`src/rtl/apb_spi_master_if.sv`:
```
// rtl/apb_spi_master_if.sv - APB bus bundle between a bus master and the SPI master register block
interface apb_spi_master_if #(
  parameter int ADDR_W = 32,
  parameter int DATA_W = 32
);
  logic              psel;
  logic              penable;
  logic              pwrite;
  logic [ADDR_W-1:0] paddr;
  logic [DATA_W-1:0] pwdata;
  logic [DATA_W-1:0] prdata;
  logic              pready;
  logic              pslverr;

  modport master (
    output psel, penable, pwrite, paddr, pwdata,
    input  prdata, pready, pslverr
  );

  modport slave (
    input  psel, penable, pwrite, paddr, pwdata,
    output prdata, pready, pslverr
  );
endinterface

```
`src/rtl/apb_spi_master.sv`:
```
// rtl/apb_spi_master.sv - APB register block driving a single-byte mode-0 SPI master engine
module apb_spi_master #(
  parameter int ADDR_W = 32,
  parameter int DATA_W = 32,
  parameter int SPI_W  = 8
) (
  input  logic            pclk,
  input  logic            preset_n,
  apb_spi_master_if.slave apb,
  output logic            sclk,
  output logic            mosi,
  input  logic            miso,
  output logic            cs_n,
  output logic            irq
);
  typedef enum logic [1:0] {S_IDLE, S_SETUP, S_XFER, S_HOLD} state_t;

  localparam logic [3:0] OFF_CTRL   = 4'h0;
  localparam logic [3:0] OFF_STATUS = 4'h4;
  localparam logic [3:0] OFF_TX     = 4'h8;
  localparam logic [3:0] OFF_RX     = 4'hC;
  localparam logic [4:0] LAST_HALF  = 5'(2 * SPI_W);

  state_t           state, state_nxt;
  logic             en, ie, done;
  logic [7:0]       clkdiv, div_q, div_nxt;
  logic [SPI_W-1:0] txdata, rxdata;
  logic [SPI_W-1:0] tx_sh, tx_nxt, rx_sh, rx_nxt;
  logic [8:0]       cnt, cnt_nxt;
  logic [4:0]       half, half_nxt;
  logic             sclk_nxt, cs_n_nxt;

  logic             acc, addr_ok, busy, err, wr;
  logic             ctrl_wr, status_wr, tx_wr;
  logic             en_nxt, start_ok, set_done, rx_load;
  logic [3:0]       off;
  logic [DATA_W-1:0] rdata;
  logic             unused_pwdata;

  assign acc     = apb.psel & apb.penable;
  assign off     = apb.paddr[3:0];
  assign addr_ok = (apb.paddr[ADDR_W-1:4] == '0) && (off[1:0] == 2'b00);
  assign busy    = (state != S_IDLE);
  assign err     = !addr_ok
                 || (apb.pwrite && off == OFF_RX)
                 || (apb.pwrite && off == OFF_TX && busy);
  assign wr        = acc & apb.pwrite & ~err;
  assign ctrl_wr   = wr && (off == OFF_CTRL);
  assign status_wr = wr && (off == OFF_STATUS);
  assign tx_wr     = wr && (off == OFF_TX);

  assign apb.pready  = acc;
  assign apb.pslverr = acc & err;
  assign unused_pwdata = ^apb.pwdata[DATA_W-1:16];

  always_comb begin
    rdata = '0;
    case (off)
      OFF_CTRL: begin
        rdata[0]    = en;
        rdata[2]    = ie;
        rdata[15:8] = clkdiv;
      end
      OFF_STATUS: rdata[1:0]       = {done, busy};
      OFF_TX:     rdata[SPI_W-1:0] = txdata;
      OFF_RX:     rdata[SPI_W-1:0] = rxdata;
      default:    rdata = '0;
    endcase
  end

  assign apb.prdata = (acc && !apb.pwrite && addr_ok) ? rdata : '0;

  // mosi follows the shift register MSB only while a transfer owns the bus
  assign mosi = busy & tx_sh[SPI_W-1];

  always_comb begin
    state_nxt = state;
    cnt_nxt   = cnt + 9'd1;
    half_nxt  = half;
    div_nxt   = div_q;
    tx_nxt    = tx_sh;
    rx_nxt    = rx_sh;
    sclk_nxt  = sclk;
    cs_n_nxt  = cs_n;
    start_ok  = 1'b0;
    set_done  = 1'b0;
    rx_load   = 1'b0;
    en_nxt    = ctrl_wr ? apb.pwdata[0] : en;

    case (state)
      S_IDLE: begin
        cnt_nxt = '0;
        if (ctrl_wr && apb.pwdata[1] && apb.pwdata[0]) begin
          start_ok  = 1'b1;
          state_nxt = S_SETUP;
          tx_nxt    = txdata;
          div_nxt   = apb.pwdata[15:8];
          cs_n_nxt  = 1'b0;
        end
      end
      // SETUP runs H+1 cycles: the extra cycle is the load cycle after START
      S_SETUP: begin
        if (cnt == {1'b0, div_q} + 9'd1) begin
          state_nxt = S_XFER;
          cnt_nxt   = '0;
          half_nxt  = 5'd1;
          div_nxt   = clkdiv;
          sclk_nxt  = 1'b1;
          rx_nxt    = {rx_sh[SPI_W-2:0], miso};
        end
      end
      S_XFER: begin
        if (cnt == {1'b0, div_q}) begin
          cnt_nxt = '0;
          div_nxt = clkdiv;
          if (half == LAST_HALF) begin
            state_nxt = S_HOLD;
          end else begin
            half_nxt = half + 5'd1;
            if (!half[0]) begin
              sclk_nxt = 1'b1;
              rx_nxt   = {rx_sh[SPI_W-2:0], miso};
            end else begin
              sclk_nxt = 1'b0;
              // no shift on the fall that closes the last bit, so mosi holds it
              if (half != LAST_HALF - 5'd1) tx_nxt = {tx_sh[SPI_W-2:0], 1'b0};
            end
          end
        end
      end
      S_HOLD: begin
        if (cnt == {1'b0, div_q}) begin
          state_nxt = S_IDLE;
          cnt_nxt   = '0;
          cs_n_nxt  = 1'b1;
          set_done  = 1'b1;
          rx_load   = 1'b1;
        end
      end
      default: state_nxt = S_IDLE;
    endcase

    if (state != S_IDLE && !en_nxt) begin
      state_nxt = S_IDLE;
      cnt_nxt   = '0;
      sclk_nxt  = 1'b0;
      cs_n_nxt  = 1'b1;
      set_done  = 1'b0;
      rx_load   = 1'b0;
    end
  end

  always_ff @(posedge pclk or negedge preset_n) begin
    if (!preset_n) begin
      state  <= S_IDLE;
      cnt    <= '0;
      half   <= '0;
      div_q  <= '0;
      tx_sh  <= '0;
      rx_sh  <= '0;
      sclk   <= 1'b0;
      cs_n   <= 1'b1;
      en     <= 1'b0;
      ie     <= 1'b0;
      clkdiv <= '0;
      txdata <= '0;
      rxdata <= '0;
      done   <= 1'b0;
      irq    <= 1'b0;
    end else begin
      state <= state_nxt;
      cnt   <= cnt_nxt;
      half  <= half_nxt;
      div_q <= div_nxt;
      tx_sh <= tx_nxt;
      rx_sh <= rx_nxt;
      sclk  <= sclk_nxt;
      cs_n  <= cs_n_nxt;
      if (ctrl_wr) begin
        en     <= apb.pwdata[0];
        ie     <= apb.pwdata[2];
        clkdiv <= apb.pwdata[15:8];
      end
      if (tx_wr)   txdata <= apb.pwdata[SPI_W-1:0];
      if (rx_load) rxdata <= rx_sh;
      // hardware set beats a same-cycle software clear
      if (set_done)
        done <= 1'b1;
      else if (start_ok || (status_wr && apb.pwdata[1]))
        done <= 1'b0;
      irq <= done & ie;
    end
  end
endmodule
```
`src/flat_wrapper.sv`:
```
// flat-port wrapper written by rule: the top's interface ports become plain ports
module apb_spi_master_flat 
#(
  parameter int ADDR_W = 32,
  parameter int DATA_W = 32,
  parameter int SPI_W  = 8
)
  (pclk, preset_n, sclk, mosi, miso, cs_n, irq, apb_psel, apb_penable, apb_pwrite, apb_paddr, apb_pwdata, apb_prdata, apb_pready, apb_pslverr);
  apb_spi_master_if #(.ADDR_W(ADDR_W), .DATA_W(DATA_W)) apb_i ();
  input  logic pclk;
  input  logic preset_n;
  output logic sclk;
  output logic mosi;
  input  logic miso;
  output logic cs_n;
  output logic irq;
  input wire logic [$bits(apb_i.psel)-1:0] apb_psel;
  input wire logic [$bits(apb_i.penable)-1:0] apb_penable;
  input wire logic [$bits(apb_i.pwrite)-1:0] apb_pwrite;
  input wire logic [$bits(apb_i.paddr)-1:0] apb_paddr;
  input wire logic [$bits(apb_i.pwdata)-1:0] apb_pwdata;
  output wire logic [$bits(apb_i.prdata)-1:0] apb_prdata;
  output wire logic [$bits(apb_i.pready)-1:0] apb_pready;
  output wire logic [$bits(apb_i.pslverr)-1:0] apb_pslverr;
  assign apb_i.psel = apb_psel;
  assign apb_i.penable = apb_penable;
  assign apb_i.pwrite = apb_pwrite;
  assign apb_i.paddr = apb_paddr;
  assign apb_i.pwdata = apb_pwdata;
  assign apb_prdata = apb_i.prdata;
  assign apb_pready = apb_i.pready;
  assign apb_pslverr = apb_i.pslverr;
  apb_spi_master #(.ADDR_W(ADDR_W), .DATA_W(DATA_W), .SPI_W(SPI_W)) u_core (.pclk(pclk), .preset_n(preset_n), .apb(apb_i), .sclk(sclk), .mosi(mosi), .miso(miso), .cs_n(cs_n), .irq(irq));
endmodule
```
`config.mk`:
```
export PLATFORM = sky130hd
export DESIGN_NAME = apb_spi_master_flat
export DESIGN_NICKNAME = d
export VERILOG_FILES = /design/src/rtl/apb_spi_master_if.sv /design/src/rtl/apb_spi_master.sv /design/src/flat_wrapper.sv
export SDC_FILE = /design/constraint.sdc
export NUM_CORES = 1
export LEC_CHECK = 0
export BUFFER_PORTS_ARGS = -buffer_cell sky130_fd_sc_hd__buf_4
export CORE_UTILIZATION = 55
export CTS_BUF_LIST = sky130_fd_sc_hd__clkbuf_8
export DETAILED_ROUTE_END_ITERATION = 8
export PLACE_DENSITY = 0.83
export RECOVER_POWER = 25
export SLEW_MARGIN = 20
export SYNTH_ARGS = -nofsm -noshare
export SYNTH_HDL_FRONTEND = slang
export SYNTH_SLANG_ARGS = --single-unit
```
`constraint.sdc`:
```
create_clock -name pclk -period 3.2 [get_ports pclk]
set_clock_uncertainty 0.2 [all_clocks]
set_input_delay 0.16 -clock pclk [delete_from_list [all_inputs] [get_ports pclk]]
set_output_delay 0.16 -clock pclk [all_outputs]
set_load 0.02 [all_outputs]
```
# ---- Word-level counts from Yosys, hierarchy flattened
# Index checks and enable logic that the tools add are counted.
dict set report totals {
  ff_bits 70
  input_bits 70
  output_inout_bits 38
  word_cells 140
}
dict set report op_classes {
  addsub 3
  n_eq_ne 23
  mux 54
  bitwise 7
  reduce_logical 38
}
# operator n
set ops {}
lappend ops {{8-bit 2-to-1 mux} 13}
lappend ops {{8-bit one-hot mux with 2 select lines} 2}
lappend ops {{28-bit logical NOT} 1}
lappend ops {{9-bit 2-to-1 mux} 3}
lappend ops {{9-bit one-hot mux with 3 select lines} 1}
lappend ops {{8-bit one-hot mux with 3 select lines} 1}
lappend ops {{5-bit one-hot mux with 2 select lines} 2}
lappend ops {{1-bit 2-to-1 mux} 16}
lappend ops {{16-bit 2-to-1 mux} 1}
lappend ops {{5-bit 2-to-1 mux} 3}
lappend ops {{3-bit by 1-bit != test with 1-bit output, second input constant} 5}
lappend ops {{1-bit logical AND} 13}
lappend ops {{2-bit 2-to-1 mux} 6}
lappend ops {{4-bit AND reduction} 3}
lappend ops {{2-bit by 1-bit != test with 1-bit output, second input constant} 5}
lappend ops {{5-bit AND reduction} 2}
lappend ops {{8-bit by 1-bit adder with 9-bit output, second input constant} 1}
lappend ops {{9-bit by 1-bit adder with 9-bit output, second input constant} 1}
lappend ops {{9-bit by 8-bit == test with 1-bit output} 1}
lappend ops {{9-bit == test} 1}
lappend ops {{3-bit nonzero test} 3}
lappend ops {{4-bit == test, second input constant} 2}
lappend ops {{2-bit one-hot mux with 4 select lines} 1}
lappend ops {{2-bit nonzero test} 4}
lappend ops {{20 further kinds} 34}

# ---- Logic depth before layout (Yosys ltp)
dict set report logic_depth {
  ltp_word 15
  ltp_mapped 10
  mapped_depth_nobuf 8
}

# ---- Worst setup path after synthesis
# Ideal clock, no wire load.
dict set report synth_path {
  path_kind {flip-flop to flip-flop}
  startpoint {register u_core.div_q[0]}
  endpoint {register u_core.div_q[0]}
  setup_ns 0.125
  arrival_ns 2.458
  t_required_ns 2.875
  path_slack_ns 0.417
  path_stages_with_launch 11
  path_cell_list {dfrtp_1 ha_1 buf_2 a21o_1 a311oi_1 a41oi_1 o311a_1 or2_1 clkbuf_1 nor3_4 mux2_2}
}
dict set report synth_via {
  elab_chain_len 4
  word_cells_on_any_way 6
  cone_classes {add/sub (1); eq/ne (4); reduce/logical (1)}
}
# element line_no
set synth_lines {}
lappend synth_lines {{start: declaration} apb_spi_master.sv:26} ;# logic [7:0] clkdiv, div_q, div_nxt;
lappend synth_lines {{start signal: assignment} apb_spi_master.sv:174} ;# div_q <= div_nxt;
lappend synth_lines {{8-bit by 1-bit adder with 9-bit output} apb_spi_master.sv:103} ;# if (cnt == {1'b0, div_q} + 9'd1) begin
lappend synth_lines {{9-bit == test} apb_spi_master.sv:103}
lappend synth_lines {{2-bit by 1-bit != test with 1-bit output (no line)} --}
lappend synth_lines {{4-bit AND reduction (no line) (*)} --}
# Mark *: on every way between the ends. The rest lies on a longest branch, timed or not.
# A chain may end at the register's enable or synchronous reset.

# ---- Final worst setup path
dict set report layout_path {
  startpoint {register u_core.div_q[0]}
  endpoint {register u_core.div_q[4]}
}
# Same word-level chain as after synthesis.

==> impl_metrics.tcl <==
set metrics [dict create \
    synth_edf_count 0 \
    synthXorXnorAreaFrac_pct 4.888 \
    fin_crit_sh_pct 93.56 \
    final_common_cell "buf_4" \
    path_clk_slew_ns 0.08 \
    grt_usage_pct 26.61 \
    timing.fmax_ghz 0.3340 \
    violations "max-capacitance violations, max-slew violations" \
    grt_pass1_wl_mm 15.61 \
    dp.cells 564 \
    p_per_area_nw_per_um2 477.1 \
    ir_worst_vdd_mv 0.3404 \
    status "finished with violations" \
    synthCells 399 \
    die_x_um 88.03 \
    dp_hpwl_mm 6.865 \
    synth_seq_area_share_pct 43.07 \
    p_leak_nw 2.489 \
    crit_arrival_ns 3.03 \
    dieArea_sq_um 7748 \
    grt_max_degree 71 \
    synthAdderAreaFrac_pct 3.074 \
    detail_route.first_pass.iterations 4 \
    synth_compound_area_share_pct 8.607 \
    ys_warn_count 0 \
    start_util_pct 58.30 \
    required_ns 3.24 \
    final_hold_viol_count 0 \
    cts_sinks 70 \
    grt_pass1_vias 3367 \
    area_growth_pct 24.87 \
    vias 3358 \
    post_cts_buffers 0 \
    worstMarginPinSlew_ns 1.715 \
    synth.distinct_cells 64 \
    grt_antenna_before_repair 0 \
    fin_util_pct 72.80 \
    cts_made_buffers 9 \
    critPathLaunchType "flop" \
    avgSynthCellArea_sq_um 10.20 \
    cts_tree "done" \
    synth-seq-cells 70 \
    rows 30 \
    synthArstFlopShare_pct 100.0 \
    gr-total-overflow 0 \
    whs_ns 0.04310 \
    gp_congestion 0.8657 \
    diodes 0 \
    instances_no_fill 598 \
    maxCapViolations 1 \
    setup_viol 0 \
    drtAntennaViolNets 0 \
    post_drt_wl_per_cell_um 16.07 \
    min_path_cells 3 \
    synthMuxAreaShare_pct 15.77 \
    end_kind "flop" \
    cts_root_buffer "clkbuf_8" \
    synth_top_family_by_area "simple AND/OR/NAND/NOR gates" \
    drc 0 \
    viasPerCell 5.615 \
    io-pin-count 108 \
    setup.worst_path.class "flop to flop" \
    core_sq_um 6982 \
    rsz0062_at_grt "no" \
    hold_class "input port to flop" \
    layout_common_cells "80 x buf_4, 69 x dfrtp_1, 52 x nand2_1" \
    routed_wl_mm 9.612 \
    worstRegToRegCells 8 \
    setup_tns_ns 0 \
    cts.path.max_buffers 2 \
    slew_headroom_pct -14.36 \
    synth_flop_cell "dfrtp_1" \
    finalCriticalPeriod_ns 2.994 \
    portBuffers 75 \
    syn_area_sq_um 4070 \
    num-nets-final 577 \
    insertion_delay_ns 0.35 \
    htreeDepth 3 \
    initialDrtViolationCount 221 \
    critPathMaxFanout 8 \
    drive_gt1_share_pct 29.88 \
    die_h_um 88.03 \
    slew_viol_final 71 \
    synth_simple_gate_area_share_pct 18.66 \
]
==> flip-flops by register name, summed over array words and instances (netlist names) <==
name,cells
u_core.cnt,9
u_core.txdata,8
u_core.tx_sh,8
u_core.state,2
u_core.clkdiv,8
u_core.sclk,1
u_core.en,1
u_core.cs_n,1
u_core.rxdata,8
u_core.done,1
u_core.irq,1
u_core.rx_sh,8
u_core.half,5
u_core.div_q,8
u_core.ie,1
==> area by class of cell <==
type                            count  area, sq um
Clock buffer                        9        123.9
Clock inverter                      7        103.9
Fill cell                         508         1899
Inverter                           12        45.04
Multi-Input combinational cell    301         2136
Sequential cell                    70         1753
Tap cell                           96        120.1
Timing Repair Buffer              103        800.8
==> layer usage <==
layer	up-vias	global-route usage [%]	share of wire, %
li1	1577	-	-
met1	1632	33.89	42
met2	127	44.40	49
met3	22	5.184	6.3
met4	0	11.58	2.3
met5	-	0	0
==> kinds of logic after synthesis <==
| group | count (synthesis) |
|---|---|
| AND/OR/NAND/NOR | 146 |
| flip-flops | 70 |
| multiplexers | 57 |
| AO/OA/AOI/OAI | 51 |
| buffers and inverters | 43 |
| XOR/XNOR | 21 |
| adder cells (fa/ha/maj) | 10 |
| other | 1 |
==> Yosys cell counts, drive strengths merged (4+ instances only) <==
master	number	area (sq um)
a21oi	6	30.03
and2	4	25.02
and3	11	68.82
buf	23	162.7
clkbuf	8	30.03
dfrtp	69	1727
ha	10	125.1
inv	12	45.04
mux2	44	499.2
mux2i	12	120.1
nand2	52	195.2
nand3	13	65.06
nand4	8	50.05
nor2	26	97.59
nor3	5	41.29
nor4	8	65.06
o21ai	17	85.08
xnor2	8	85.08
xor2	13	113.9
==> worst max-delay path: stages (launching register included) <==
cell and delay [ns]:
dfrtp_1 0.46, ha_1 0.34, a21o_1 0.19, a311oi_1 0.27, a41oi_1 0.08, o311a_1 0.17, or2_1 0.33, nor3_4 0.44
mux2_2 0.39
==> final timing paths <==
path | start | endpoint | slack, ns
max | u_core.div_q[0] | u_core.div_q[4] | 0.21
min | apb_paddr[3] | u_core.done | 0.04
max reg2reg | u_core.div_q[0] | u_core.div_q[4] | 0.21
min reg2reg | u_core.cs_n | u_core.cs_n | 0.27
max in group asynchronous | preset_n | u_core.cnt[0] | 1.19
min in group asynchronous | preset_n | u_core.rx_sh[6] | 0.59
==> metrics by stage <==
stage,power (W),worst slack [ns],cell area (sq um)
4_1_cts,0.002428,0.2054,5100
3_3_place_gp,0.001563,0.3044,4692
5_1_grt,0.002518,0.01703,5082
2_1_floorplan,0.001426,0.4171,4126
3_5_place_dp,0.001591,0.2177,4692
6_report,0.002425,0.2061,5082
==> report_power, final <==
| group | switching (W) | internal [W] | total [W] |
|---|---|---|---|
| registers | 0.0000793 | 0.000941 | 0.00102 |
| logic | 0.000314 | 0.000262 | 0.000576 |
| clock network | 0.000379 | 0.000450 | 0.000828 |
==> timing repair <==
action                    CTS  global route
resized for setup           0             0
hold buffers               18             0
hold endpoints to repair   94             0
No activity file was read; power rests on OpenSTA's default activity.
